===== src/rtl/rpn_pkg.sv =====
// Shared types for the RPN program sequencer: opcodes, error codes,
// instruction word layout, datapath op codes and FSM states.
package rpn_pkg;

    typedef enum logic [2:0] {
        OP_PUSH = 3'd0,
        OP_NEG  = 3'd1,
        OP_ADD  = 3'd2,
        OP_MUL  = 3'd3,
        OP_END  = 3'd4,
        OP_NOP5 = 3'd5,
        OP_NOP6 = 3'd6,
        OP_NOP7 = 3'd7
    } opc_t;

    typedef enum logic [1:0] {
        ERR_NONE  = 2'd0,
        ERR_UNDER = 2'd1,
        ERR_OVER  = 2'd2,
        ERR_NOEND = 2'd3
    } err_t;

    typedef struct packed {
        opc_t        opc;
        logic [15:0] data;
    } instr_t;

    localparam int INSTR_W = $bits(instr_t);

    localparam logic [1:0] CALC_NOP = 2'd0;
    localparam logic [1:0] CALC_NEG = 2'd1;
    localparam logic [1:0] CALC_ADD = 2'd2;
    localparam logic [1:0] CALC_MUL = 2'd3;

    typedef enum logic [2:0] {
        S_IDLE,
        S_CLEAR,
        S_FETCH,
        S_CHECK,
        S_EXEC,
        S_WAIT,
        S_DONE,
        S_ERR
    } state_t;

endpackage


===== src/rtl/rpn_instr_fifo.sv =====
// Instruction FIFO: single-clock, power-of-two depth, show-ahead head output.
// Pointers carry one extra wrap bit so full and empty are distinguishable.
module rpn_instr_fifo #(
    parameter int FIFO_DEPTH = 16,
    parameter int W          = 19
) (
    input  logic         clk,
    input  logic         rst,
    input  logic         push,
    input  logic         pop,
    input  logic         flush,
    input  logic [W-1:0] din,
    output logic         full,
    output logic         empty,
    output logic [W-1:0] head
);
    localparam int AW = $clog2(FIFO_DEPTH);

    logic [W-1:0] r_mem [FIFO_DEPTH];
    logic [AW:0]  r_wr;
    logic [AW:0]  r_rd;

    assign empty = (r_wr == r_rd);
    assign full  = (r_wr[AW] != r_rd[AW]) && (r_wr[AW-1:0] == r_rd[AW-1:0]);
    assign head  = r_mem[r_rd[AW-1:0]];

    // Pointer update; flush discards everything still queued.
    always_ff @(posedge clk or posedge rst) begin
        if (rst) begin
            r_wr <= '0;
            r_rd <= '0;
        end else if (flush) begin
            r_wr <= '0;
            r_rd <= '0;
        end else begin
            if (push && !full)
                r_wr <= r_wr + 1'b1;
            if (pop && !empty)
                r_rd <= r_rd + 1'b1;
        end
    end

    // Storage write; contents need no reset since the pointers gate visibility.
    always_ff @(posedge clk) begin
        if (push && !full && !flush)
            r_mem[r_wr[AW-1:0]] <= din;
    end

endmodule


===== src/rtl/rpn_sequencer.sv =====
// rpn_sequencer: runs a host-loaded RPN program against the stack datapath,
// refusing any instruction whose stack-depth requirement is not met.
//
// state | meaning
// IDLE  | accept host instructions, wait for start
// CLEAR | clear the datapath stack
// FETCH | pop next instruction, or flag missing END when the FIFO runs dry
// CHECK | depth legality check against calc_cnt
// EXEC  | one-cycle datapath step
// WAIT  | let calc_cnt/calc_out settle
// DONE  | END reached, result captured
// ERR   | error latched, rest of the program flushed
module rpn_sequencer
    import rpn_pkg::*;
#(
    parameter int FIFO_DEPTH = 16,
    parameter int STACK_MAX  = 1000
) (
    input  logic        clk,
    input  logic        rst,
    input  logic        in_valid,
    output logic        in_ready,
    input  logic [18:0] in_instr,
    input  logic        start,
    output logic        busy,
    output logic        done,
    output logic [1:0]  err,
    output logic [15:0] result,
    output logic        calc_clr,
    output logic        calc_en,
    output logic        calc_push,
    output logic [1:0]  calc_op,
    output logic [15:0] calc_d,
    input  logic [9:0]  calc_cnt,
    input  logic [15:0] calc_out
);
    localparam logic [10:0] LP_STACK_MAX = 11'(STACK_MAX);

    state_t      r_state;
    state_t      w_next;
    instr_t      r_ir;
    err_t        r_err;
    err_t        w_err_code;
    logic [15:0] r_result;
    logic        w_full, w_empty, w_push, w_pop, w_flush;
    logic        w_set_err, w_capture, w_run;
    logic [18:0] w_head;

    assign w_push = in_valid && in_ready;
    assign err    = r_err;
    assign result = r_result;

    rpn_instr_fifo #(
        .FIFO_DEPTH(FIFO_DEPTH),
        .W         (INSTR_W)
    ) u_fifo (
        .clk  (clk),
        .rst  (rst),
        .push (w_push),
        .pop  (w_pop),
        .flush(w_flush),
        .din  (in_instr),
        .full (w_full),
        .empty(w_empty),
        .head (w_head)
    );

    // Next-state and Moore outputs; in_ready is also held low while in reset.
    always_comb begin
        w_next     = r_state;
        w_pop      = 1'b0;
        w_flush    = 1'b0;
        w_set_err  = 1'b0;
        w_err_code = ERR_NONE;
        w_capture  = 1'b0;
        w_run      = 1'b0;
        busy       = (r_state != S_IDLE);
        done       = 1'b0;
        calc_clr   = 1'b0;
        calc_en    = 1'b0;
        calc_push  = 1'b0;
        calc_op    = CALC_NOP;
        calc_d     = '0;
        in_ready   = !w_full && (r_state == S_IDLE) && !rst;

        case (r_state)
            S_IDLE: begin
                if (start) begin
                    w_run  = 1'b1;
                    w_next = S_CLEAR;
                end
            end
            S_CLEAR: begin
                calc_clr = 1'b1;
                w_next   = S_FETCH;
            end
            S_FETCH: begin
                if (w_empty) begin
                    w_set_err  = 1'b1;
                    w_err_code = ERR_NOEND;
                    w_next     = S_ERR;
                end else begin
                    w_pop  = 1'b1;
                    w_next = S_CHECK;
                end
            end
            S_CHECK: begin
                case (r_ir.opc)
                    OP_PUSH: begin
                        if ({1'b0, calc_cnt} >= LP_STACK_MAX) begin
                            w_set_err  = 1'b1;
                            w_err_code = ERR_OVER;
                            w_next     = S_ERR;
                        end else begin
                            w_next = S_EXEC;
                        end
                    end
                    OP_NEG: begin
                        if (calc_cnt == '0) begin
                            w_set_err  = 1'b1;
                            w_err_code = ERR_UNDER;
                            w_next     = S_ERR;
                        end else begin
                            w_next = S_EXEC;
                        end
                    end
                    OP_ADD, OP_MUL: begin
                        if (calc_cnt < 10'd2) begin
                            w_set_err  = 1'b1;
                            w_err_code = ERR_UNDER;
                            w_next     = S_ERR;
                        end else begin
                            w_next = S_EXEC;
                        end
                    end
                    OP_END: begin
                        w_capture = 1'b1;
                        w_next    = S_DONE;
                    end
                    default: w_next = S_FETCH;
                endcase
            end
            S_EXEC: begin
                calc_en = 1'b1;
                calc_d  = r_ir.data;
                w_next  = S_WAIT;
                case (r_ir.opc)
                    OP_PUSH: calc_push = 1'b1;
                    OP_NEG:  calc_op   = CALC_NEG;
                    OP_ADD:  calc_op   = CALC_ADD;
                    OP_MUL:  calc_op   = CALC_MUL;
                    default: ;
                endcase
            end
            S_WAIT: w_next = S_FETCH;
            S_DONE: begin
                done   = 1'b1;
                w_next = S_IDLE;
            end
            S_ERR: begin
                w_flush = 1'b1;
                w_next  = S_IDLE;
            end
            default: w_next = S_IDLE;
        endcase
    end

    // State register.
    always_ff @(posedge clk or posedge rst) begin
        if (rst)
            r_state <= S_IDLE;
        else
            r_state <= w_next;
    end

    // Instruction register plus the err/result registers held until the next start.
    always_ff @(posedge clk or posedge rst) begin
        if (rst) begin
            r_ir     <= '0;
            r_err    <= ERR_NONE;
            r_result <= '0;
        end else begin
            if (w_pop)
                r_ir <= instr_t'(w_head);
            if (w_run) begin
                r_err    <= ERR_NONE;
                r_result <= '0;
            end else begin
                if (w_set_err)
                    r_err <= w_err_code;
                if (w_capture)
                    r_result <= calc_out;
            end
        end
    end

endmodule


===== config.mk =====
export PLATFORM = sky130hd
export DESIGN_NAME = rpn_sequencer
export DESIGN_NICKNAME = d
export VERILOG_FILES = /design/src/rtl/rpn_pkg.sv /design/src/rtl/rpn_instr_fifo.sv /design/src/rtl/rpn_sequencer.sv
export SDC_FILE = /design/constraint.sdc
export NUM_CORES = 1
export LEC_CHECK = 0
export CAP_MARGIN = 5
export CORE_ASPECT_RATIO = 1.2
export CORE_MARGIN = 2
export CORE_UTILIZATION = 31
export CTS_CLUSTER_SIZE = 30
export DETAILED_ROUTE_END_ITERATION = 8
export DONT_BUFFER_PORTS = 1
export PLACE_DENSITY_LB_ADDON = 0.08
export SLEW_MARGIN = 25
export SYNTH_ARGS = -nofsm -noshare
export SYNTH_HDL_FRONTEND = slang
export SYNTH_SLANG_ARGS = --single-unit

===== constraint.sdc =====
create_clock -name clk -period 5.9 [get_ports clk]
set_input_delay 0.885 -clock clk [delete_from_list [all_inputs] [get_ports clk]]
set_output_delay 0.885 -clock clk [all_outputs]
set_load 0.05 [all_outputs]

==> impl_results.md <==
- Largest cells by area after synthesis: edfxtp_1 (64%), dfrtp_1 (8.7%), mux4_1 (8.2%), mux4_2 (1.9%), nor2b_1 (1.8%)
- Total track usage: 15.5%
- Worst setup path category: flop to output pin
- Netlist cell types: 50
- Pre-Repair DR Iteration Count: 5
- Leakage: 5.49 nW
- Vias in the first global route: 7502
- Post-DP Area: 0.0149 mm²
- Syn Inst Count: 783
- WL per Instance: 26.1 µm
- TritonCTS Buffers: 39
- Vias per cell: 4.98
- Post-placement cell count: 1356
- Final Cell Area: 0.0163 mm²
- Initial antenna violation count: 0
- Worst Max-Slew Pin Slew: 1.06 ns
- CP required: 5.02 ns
- Hold_buf cts: 0
- Post-CTS Resized: 0
- Synth area leader: edfxtp_1
- Layout Utilization: 35.6%
- I/O pins: 91
- Vias: 7126
- Clock Tree Buf Depth: 3
- Post-CTS setup repair buffer count: 0
- Finished Layout Cells: 1430
- Clk sinks: 354
- Final Hold Viols: 0
- Share of the synthesized area in the top cell type: 63.7%
- Post-synth EDFFs: 304
- Crit-path max FO: 56
- # rows: 86
- Net Count, Synth: 837
- Final period util: 61.3%
- Setup Skew: 0.0276 ns
- Fin Setup TNS: 0 ns
- Area of the core: 0.0458 mm²
- Fmax: 276 MHz
- WHS: 0.277 ns
- Pwr Density: 476 mW/mm²
- Arr. time, crit path: 2.73 ns
- Post-route DRC: 0
- First-pass GRT wire length: 53400 µm
- Fillers: 4297
- CTS tree: built
- Top FF cell, synth: edfxtp_1
- MaxCap Viol Count: 0
- Reg-to-Reg End: u_fifo.r_mem[6][9]$_DFFE_PP_
- Clock root cell: clkbuf_16
- Fin crit period: 3.62 ns
- Count leader, synth: edfxtp_1
- Final nets: 837
- Largest net degree at the start of global routing: 66
- Hold WC Path Type: input port to async pin
- Setup crit start: u_fifo.r_rd[2]$_DFFE_PP0P_
- Wirelength, routed: 37300 µm
- Synth Warn #: 0
- P&R area growth vs syn: 13.7%
- Die W: 200 µm
- GPL Wtd Cong: 0.784
- Power, Total: 7.76 mW
- Final setup viols: 0
- Synth top cells by count: edfxtp_1 (304), dfrtp_1 (50), mux4_1 (45), nor2b_1 (41), a21oi_1 (38)
- Die area: 0.0480 mm²
- Synth async-reset ratio: 14.1%
- Status: finished clean
- Worst setup SP type: flop
- RSZ-0062 raised after global routing: no
- Grt total ovfl: 0
- Mean Syn Cell Area: 18.3 µm²
- FF-to-FF path depth: 4
- FF-to-FF setup slack: 2.44 ns
- Starting density of the core: 31.3%
- Final setup margin: 2.28 ns
- Register area share after synthesis: 72.4%
- H-Tree Depth: 2
- Critical Path End: in_ready
- CTS clk-pin slew, worst paths: 0.06 ns
- Max_slew headroom: 29.3%
- Worst Setup End Kind: output pin
- FF+latch count, synth: 354
- Post-synth design cell area: 0.0143 mm²
- Die Ht: 240 µm
- Layout cell share with drive strength beyond 1: 16.0%
- PortBufs: 0
- VDD IR-drop max: 0.181 mV
- DP HPWL: 23500 µm
- Max Transition Viols Final: 0
- DRT iter0 DRCs: 607
- Antenna viol nets, final: 0
- Place WS: 2.38 ns
- Critical register-to-register path startpoint: u_fifo.r_rd[2]$_DFFE_PP0P_
- Clk_lat worst skew: 0.55 ns
kinds of logic (layout without fill, tap and decap cells):
family          Yosys count  count (layout)  synth area share, %
mux                     100             100                 13.3
xor+xnor                  9               9                0.550
flops                   354             354                 72.4
other cells               0               1                    0
simple gates            151             151                 5.85
fa+ha+maj                 5               5                0.436
compound gates          106             106                 5.26
buf+inv                  58              88                 2.22
layer usage:
layer  vias up  GRT usage (%)  part of all wire (%)
li1       3173              -                     -
met1      3728           20.0                    43
met2       187           26.4                    49
met3        38           3.54                   5.5
met4         0           4.00                   1.8
met5         -              0                     0
power by group:
group | internal, mW | total (mW) | switching [mW]
clock network | 1.49 | 2.49 | 1.00
logic | 0.813 | 2.03 | 1.22
registers | 2.89 | 3.24 | 0.350
total | 5.19 | 7.76 | 2.57
cells in the final DEF (no fill, tap or decap), drive strengths merged, types with 2 or more instances in the layout:
master	n
nor2	33
inv	7
xor2	5
mux2	19
clkinv	16
a211oi	20
mux4	57
nor2b	41
clkinvlp	4
ha	5
clkbuf	44
dfrtp	50
a21oi	39
nand2b	3
xnor2	4
nand2	15
buf	11
nand3	6
nor3	4
a31oi	3
and3	35
a22o	16
a2111oi	20
mux2i	24
edfxtp	304
nor4	5
and2	2
bufinv	6
a21boi	2
critical path: stages, from the launching register on:
cell and delay, ns:
dfrtp_4 0.93, xor2_1 0.29, nor4_4 0.10, a21boi_1 0.85
registers in the layout, summed over array words and instances, names as in the netlist:
signal,flops
u_fifo.r_mem,304
r_ir,19
result,16
u_fifo.r_rd,5
u_fifo.r_wr,5
r_state,3
err,2
final cells by class:
type / instances / area [µm²] / share of cell area (%)
Sequential cell: 354 / 10400 / 63.7
Multi-Input combinational cell: 371 / 3690 / 22.6
Clock buffer: 44 / 995 / 6.10
Timing Repair Buffer: 11 / 106 / 0.652
Tap cell: 616 / 771 / 4.73
Inverter: 6 / 22.5 / 0.138
Clock inverter: 27 / 325 / 2.00
Antenna cell: 1 / 2.50 / 0.0154
worst min path at each step:
stage	slack (ns)	cells after the start	end	startpoint
5_1_grt	0.30	1	u_fifo.r_rd[0]$_DFFE_PP0P_	rst
3_3_place_gp	0.51	2	r_ir[11]$_DFFE_PP0P_	r_ir[11]$_DFFE_PP0P_
2_1_floorplan	0.49	2	r_ir[12]$_DFFE_PP0P_	r_ir[12]$_DFFE_PP0P_
6_report	0.28	1	r_ir[11]$_DFFE_PP0P_	rst
3_5_place_dp	0.52	2	r_ir[14]$_DFFE_PP0P_	r_ir[14]$_DFFE_PP0P_
4_1_cts	0.27	1	r_ir[11]$_DFFE_PP0P_	rst
(Power assumes the default switching activity.)
